--- src/rtl/tmds_pkg.sv ---
// rtl/tmds_pkg.sv - shared TMDS control-token constants, align FSM encoding and decode helpers
//
// Contents:
//   CTRL_TOKEN_xx   10-bit control tokens, suffix is c1c0 (also used by the encoder)
//   align_state_t   word-alignment FSM states
//   is_ctrl_token   1 when a word is one of the four control tokens
//   ctrl_bits       {c1,c0} carried by a control token (00 for non-tokens)
//   decode_data     8-bit pixel value carried by a data word

package tmds_pkg;

    localparam logic [9:0] CTRL_TOKEN_00 = 10'b1101010100;
    localparam logic [9:0] CTRL_TOKEN_01 = 10'b0010101011;
    localparam logic [9:0] CTRL_TOKEN_10 = 10'b0101010100;
    localparam logic [9:0] CTRL_TOKEN_11 = 10'b1010101011;

    localparam logic [3:0] MAX_OFFSET = 4'd9;

    typedef enum logic [1:0] {
        ST_SEARCH = 2'd0,
        ST_SLIP   = 2'd1,
        ST_LOCKED = 2'd2
    } align_state_t;

    function automatic logic is_ctrl_token(input logic [9:0] w);
        return (w == CTRL_TOKEN_00) || (w == CTRL_TOKEN_01) ||
               (w == CTRL_TOKEN_10) || (w == CTRL_TOKEN_11);
    endfunction

    function automatic logic [1:0] ctrl_bits(input logic [9:0] w);
        logic [1:0] c;
        case (w)
            CTRL_TOKEN_01: c = 2'b01;
            CTRL_TOKEN_10: c = 2'b10;
            CTRL_TOKEN_11: c = 2'b11;
            default:       c = 2'b00;
        endcase
        return c;
    endfunction

    // Bit 9 flags an inverted payload, bit 8 selects XOR (1) or XNOR (0)
    // chaining between neighbouring payload bits.
    function automatic logic [7:0] decode_data(input logic [9:0] w);
        logic [7:0] t;
        logic [7:0] d;
        t    = w[9] ? ~w[7:0] : w[7:0];
        d[0] = t[0];
        for (int i = 1; i < 8; i++) begin
            d[i] = w[8] ? (t[i] ^ t[i-1]) : ~(t[i] ^ t[i-1]);
        end
        return d;
    endfunction

endpackage

--- src/rtl/tmds_word_align.sv ---
// rtl/tmds_word_align.sv - TMDS 10-bit word boundary search and lock tracking
//
// Ports:
//   clkin        in   pixel clock
//   rstin        in   asynchronous active-high reset
//   din[9:0]     in   raw deserialized word, bit 0 received first
//   word_r[9:0]  out  aligned word, registered
//   locked       out  alignment established (FSM in LOCKED)
//   lock_next    out  FSM will be LOCKED after the coming edge; lets the
//                     output stage register locked data on the same edge
//   slip_offset  out  current bit offset, 0..9

module tmds_word_align
    import tmds_pkg::*;
#(
    parameter int LOCK_TOKENS   = 64,
    parameter int SEARCH_WINDOW = 2048,
    parameter int LOSS_TIMEOUT  = 4096
) (
    input  logic       clkin,
    input  logic       rstin,
    input  logic [9:0] din,
    output logic [9:0] word_r,
    output logic       locked,
    output logic       lock_next,
    output logic [3:0] slip_offset
);

    localparam int RUN_W  = $clog2(LOCK_TOKENS) + 1;
    localparam int WIN_W  = $clog2(SEARCH_WINDOW) + 1;
    localparam int LOSS_W = $clog2(LOSS_TIMEOUT) + 1;

    align_state_t      state;
    align_state_t      state_next;
    logic [9:0]        din_q;
    logic [19:0]       cat;
    logic [9:0]        aligned;
    logic              token;

    logic [RUN_W-1:0]  run_cnt;
    logic [RUN_W-1:0]  run_inc;
    logic [RUN_W-1:0]  run_next;
    logic [WIN_W-1:0]  win_cnt;
    logic [WIN_W-1:0]  win_inc;
    logic [WIN_W-1:0]  win_next;
    logic [LOSS_W-1:0] loss_cnt;
    logic [LOSS_W-1:0] loss_inc;
    logic [LOSS_W-1:0] loss_next;
    logic [3:0]        offset_next;

    logic              run_full;
    logic              win_full;
    logic              loss_full;

    // The older word sits in the low half, so offset k picks the last
    // 10-k bits of the previous word followed by the first k bits of
    // the current one.
    assign cat     = {din, din_q};
    assign aligned = 10'(cat >> slip_offset);
    assign token   = is_ctrl_token(word_r);

    // Saturating increments; the FSM clears the counters long before they
    // saturate, but a stuck count is safer than a wrapped one.
    assign run_inc  = (run_cnt  == '1) ? run_cnt  : run_cnt  + 1'b1;
    assign win_inc  = (win_cnt  == '1) ? win_cnt  : win_cnt  + 1'b1;
    assign loss_inc = (loss_cnt == '1) ? loss_cnt : loss_cnt + 1'b1;

    assign run_full  = token  && (run_inc  == RUN_W'(LOCK_TOKENS));
    assign win_full  =            (win_inc  == WIN_W'(SEARCH_WINDOW));
    assign loss_full = !token && (loss_inc == LOSS_W'(LOSS_TIMEOUT));

    // State, counters and datapath registers
    always_ff @(posedge clkin or posedge rstin) begin
        if (rstin) begin
            state       <= ST_SEARCH;
            din_q       <= '0;
            word_r      <= '0;
            run_cnt     <= '0;
            win_cnt     <= '0;
            loss_cnt    <= '0;
            slip_offset <= '0;
        end else begin
            state       <= state_next;
            din_q       <= din;
            word_r      <= aligned;
            run_cnt     <= run_next;
            win_cnt     <= win_next;
            loss_cnt    <= loss_next;
            slip_offset <= offset_next;
        end
    end

    // Next state and counter updates
    always_comb begin
        state_next  = state;
        run_next    = run_cnt;
        win_next    = win_cnt;
        loss_next   = loss_cnt;
        offset_next = slip_offset;

        case (state)
            ST_SEARCH: begin
                run_next = token ? run_inc : '0;
                win_next = win_inc;
                // A completed run takes priority over an expiring window.
                if (run_full) begin
                    state_next = ST_LOCKED;
                    run_next   = '0;
                    win_next   = '0;
                    loss_next  = '0;
                end else if (win_full) begin
                    state_next = ST_SLIP;
                    run_next   = '0;
                    win_next   = '0;
                end
            end

            ST_SLIP: begin
                // word_r in this cycle was taken at the old offset; it is
                // not counted toward either counter.
                offset_next = (slip_offset == MAX_OFFSET) ? 4'd0 : slip_offset + 4'd1;
                run_next    = '0;
                win_next    = '0;
                state_next  = ST_SEARCH;
            end

            ST_LOCKED: begin
                loss_next = token ? '0 : loss_inc;
                // Keep the offset: a brief outage usually relocks at once.
                if (loss_full) begin
                    state_next = ST_SEARCH;
                    run_next   = '0;
                    win_next   = '0;
                    loss_next  = '0;
                end
            end

            default: begin
                state_next = ST_SEARCH;
                run_next   = '0;
                win_next   = '0;
                loss_next  = '0;
            end
        endcase
    end

    // Status outputs
    always_comb begin
        locked    = (state == ST_LOCKED);
        lock_next = (state_next == ST_LOCKED);
    end

endmodule

--- src/rtl/tmds_decode.sv ---
// rtl/tmds_decode.sv - TMDS receive channel decoder with word alignment
//
// Ports:
//   clkin        in   pixel clock (deserializer parallel clock)
//   rstin        in   asynchronous active-high reset
//   din[9:0]     in   raw deserialized word, bit 0 received first
//   dout[7:0]    out  decoded pixel data, 0 unless de
//   c0, c1       out  control bits; hold the last token value during data
//   de           out  data enable, 1 = dout is valid video
//   locked       out  word alignment established
//   slip_offset  out  current bit offset 0..9 (debug)

module tmds_decode
    import tmds_pkg::*;
#(
    parameter int LOCK_TOKENS   = 64,
    parameter int SEARCH_WINDOW = 2048,
    parameter int LOSS_TIMEOUT  = 4096
) (
    input  logic       clkin,
    input  logic       rstin,
    input  logic [9:0] din,
    output logic [7:0] dout,
    output logic       c0,
    output logic       c1,
    output logic       de,
    output logic       locked,
    output logic [3:0] slip_offset
);

    logic [9:0] word_r;
    logic       lock_next;

    tmds_word_align #(
        .LOCK_TOKENS   (LOCK_TOKENS),
        .SEARCH_WINDOW (SEARCH_WINDOW),
        .LOSS_TIMEOUT  (LOSS_TIMEOUT)
    ) u_align (
        .clkin       (clkin),
        .rstin       (rstin),
        .din         (din),
        .word_r      (word_r),
        .locked      (locked),
        .lock_next   (lock_next),
        .slip_offset (slip_offset)
    );

    // Output stage keys off lock_next so the word that completes the lock
    // run is decoded on the same edge that raises locked, and de drops on
    // the same edge that locked falls.
    always_ff @(posedge clkin or posedge rstin) begin
        if (rstin) begin
            dout <= '0;
            c0   <= 1'b0;
            c1   <= 1'b0;
            de   <= 1'b0;
        end else if (!lock_next) begin
            dout <= '0;
            c0   <= 1'b0;
            c1   <= 1'b0;
            de   <= 1'b0;
        end else if (is_ctrl_token(word_r)) begin
            dout     <= '0;
            de       <= 1'b0;
            {c1, c0} <= ctrl_bits(word_r);
        end else begin
            dout <= decode_data(word_r);
            de   <= 1'b1;
        end
    end

endmodule

--- config.mk ---
export PLATFORM = sky130hd
export DESIGN_NAME = tmds_decode
export DESIGN_NICKNAME = d
export VERILOG_FILES = /design/src/rtl/tmds_pkg.sv /design/src/rtl/tmds_word_align.sv /design/src/rtl/tmds_decode.sv
export SDC_FILE = /design/constraint.sdc
export NUM_CORES = 1
export LEC_CHECK = 0
export ABC_AREA = 1
export CORE_ASPECT_RATIO = 2
export CORE_UTILIZATION = 48
export CTS_CLUSTER_DIAMETER = 80
export DETAILED_ROUTE_END_ITERATION = 7
export HOLD_SLACK_MARGIN = 0.15
export PLACE_DENSITY_LB_ADDON = 0.05
export SLEW_MARGIN = 5
export SYNTH_ARGS = -nofsm -noshare
export SYNTH_HDL_FRONTEND = slang
export SYNTH_SLANG_ARGS = --single-unit
export TNS_END_PERCENT = 10
--- constraint.sdc ---
create_clock -name clkin -period 2.3 [get_ports clkin]
set_clock_uncertainty 0.05 [all_clocks]
set_input_delay 0.23 -clock clkin [delete_from_list [all_inputs] [get_ports clkin]]
set_output_delay 0.23 -clock clkin [all_outputs]
set_load 0.1 [all_outputs]
==> results.cfg <==
[pwr]
peakVddDrop_v = 0.000468
p_clk_frac = 0.488
internal_power_mw = 2.12
p_sw_frac = 0.220
p_seq_frac = 0.457
p_comb_frac = 0.056
p_sw_mw = 0.599
power.density_nw_per_um2 = 518
leakage_nw = 2.52

[global_route]
track_usage = 0.238
grt_pass1_wl_um = 18500
overflow = 0
grt_max_degree = 27
grt_pass1_vias = 4056
antenna_found_initial = 0

[cts]
ctsHoldBuffers = 0
insertion_delay_ns = 0.33
clock_tree.root_cell = clkbuf_16
clkTransAtPathRegs_ns = 0.06
cts_tree = built
cts.sinks = 69
cts_max_path_buffers = 2
cts_made_buffers = 9
cts_max_level = 3
ctsResizeCount = 0
post_cts_buffers = 0

[sta]
worst_pin_slew_ns = 0.588
fin_hold_ws_ns = 0.205
fin_ws_ns = 0.104
period_share = 0.955
fin_crit_ns = 2.20
max_freq_mhz = 455
drv_slew = 0
finalSetupViolCount = 0
hold_viol = 0
rsz0062_at_grt = yes
slew_headroom = 0.608

[critical_path]
cpMostUsedCell = nand3_1
worstPathRequired_ns = 2.46
cp_cell_sequence = nand3_1 > nor2_1 > nand3_1 > nand2_1 > nand4_1 > nor2_2 > nand3_4 > buf_4 > nand3_1 > o21ai_0
critPathArrivalTime_ns = 2.36
crit_type = register to register
worstSetupStartpointType = register
critPathSlowestCell = dfrtp_1
endpoint_kind = register
crit_start = u_align.loss_cnt[2]
cp_max_fo = 10
r2r-start = u_align.loss_cnt[2]
crit_path_max_incr_delay_ns = 0.49

[die]
die-area_um2 = 9960
die_x_um = 71.1
start_util = 0.492
core_region_area_um2 = 9320
fp-row-count = 50
die_height_um = 140
pin_count = 28

[layout]
final_nets = 672
fillers = 870
final_common_cell = nand2_1
synthToLayoutAreaGrowth_pct = 14.9
diodes = 0
layout-drive-gt1-share = 0.162
final_cell_mix = nand2_1 (175), dfrtp_1 (69), nand3_1 (62), inv_1 (61), nor2_1 (54)

[logic_synthesis]
synth.cell_area_um2 = 4580
synth_edf_count = 0
synth.distinct_cells = 44
ys_seq_area_frac = 0.377
avgSynthCellArea_um2 = 7.41
synth_nets = 641
async_flop_share = 1.00
syn-instance-count = 618
ys_dominant_reg_cell = dfrtp_1
yosys_warnings = 0
ys_ff_latch = 69

[placement]
dp_hpwl_um = 8670
numPortBuffers = 27
place_congestion = 0.903
dp_slack_ns = 0.153

[run]
cap_violations = 0

[worst_hold_path]
min_path_type = input port to asynchronous set/reset pin

[route]
viasPerCell = 5.39
via_count = 4083
routedWlPerCell_um = 14.5
drt_iter0_markers = 205
drc_errors = 1
totalWireLength_um = 11000
drt_pass1_iterations = 7
postRouteAntennaNets = 0

[status]
status = complete, but fails checks
violations = DRC
==> cell families after synthesis <==
kind of cell    share of synthesized area
xor+xnor                           0.0344
fa+ha+maj                          0.0300
simple gates                        0.357
flops                               0.377
compound gates                      0.112
mux                               0.00874
buf+inv                            0.0814
==> routing by layer <==
layer	vias up	track usage	wire (um)
met5	-	0	0
met4	0	0.124	416
met3	31	0.0367	266
met2	83	0.457	6340
met1	1897	0.237	3930
li1	2072	-	-
==> area by class of cell <==
cell class / count / area [um^2] / share of cell area
Clock buffer: 10 / 229 / 0.0435
Clock inverter: 5 / 52.6 / 0.00998
Inverter: 71 / 270 / 0.0513
Multi-Input combinational cell: 460 / 2490 / 0.473
Sequential cell: 69 / 1730 / 0.328
Tap cell: 104 / 130 / 0.0247
Timing Repair Buffer: 38 / 363 / 0.0689
==> sequential cells by signal, indices dropped and copies added (netlist names) <==
name,flops
c0,1
c1,1
de,1
dout,8
u_align.din_q,10
u_align.loss_cnt,13
u_align.run_cnt,7
u_align.slip_offset,4
u_align.state,2
u_align.win_cnt,12
u_align.word_r,10
==> path summary, 6_finish.rpt <==
kind | endpoint | slack (ns) | cells past startpoint
max reg2reg | u_align.win_cnt[10] | 0.10 | 10
max | u_align.win_cnt[10] | 0.10 | 10
max in group asynchronous | u_align.win_cnt[2] | 1.48 | 3
min | u_align.loss_cnt[6] | 0.20 | 2
min reg2reg | u_align.run_cnt[6] | 0.47 | 2
min in group clkin | u_align.din_q[9] | 0.34 | 1
==> per-stage QoR <==
stage / util / setup TNS (ns) / area, um^2 / cells / power (mW)
floorplan: - / 0 / 4580 / 618 / 1.36
global placement: 0.533 / 0 / 4970 / 742 / 1.42
detailed placement: 0.533 / 0 / 4970 / 742 / 1.42
CTS: 0.563 / 0 / 5250 / 757 / 2.77
global route: 0.565 / -0.000109 / 5260 / 757 / 2.83
finish: 0.565 / 0 / 5260 / 757 / 2.72
==> synth_stat cells (3+ instances only) <==
master    instances  area share
a21oi_1          13       0.014
a31oi_1           3      0.0041
clkbuf_1         11      0.0090
dfrtp_1          69        0.38
ha_1             11       0.030
inv_1            62       0.051
inv_2             6      0.0049
mux2i_1           4      0.0087
nand2_1         175        0.14
nand2_2           6      0.0082
nand2_4           3      0.0074
nand3_1          62       0.068
nand3_2           7       0.015
nand3b_1          3      0.0049
nand4_1          11       0.015
nor2_1           55       0.045
nor2_2           11       0.015
o211ai_1          5      0.0082
o21ai_0          31       0.034
o21ai_2          17       0.032
o221ai_1          6       0.011
xnor2_1          11       0.021
xor2_1            7       0.013
==> critical path: cells and delay by family, from the launching register on <==
kind | cells | cell delay (ns)
DFF | 1 | 0.49
buffers and inverters | 1 | 0.20
AOI/OAI and AO/OA | 1 | 0.07
and+or+nand+nor | 8 | 1.27
==> power groups by stage <==
stage               registers (mW)  clock network [mW]  logic (mW)
finish                        1.24                1.33       0.152
global route                  1.25                1.41       0.173
CTS                           1.24                1.37       0.155
detailed placement            1.27                   0       0.154
global placement              1.27                   0       0.153
floorplan                     1.26                   0      0.0955
Note: power is estimated with default switching activity, not from simulation.
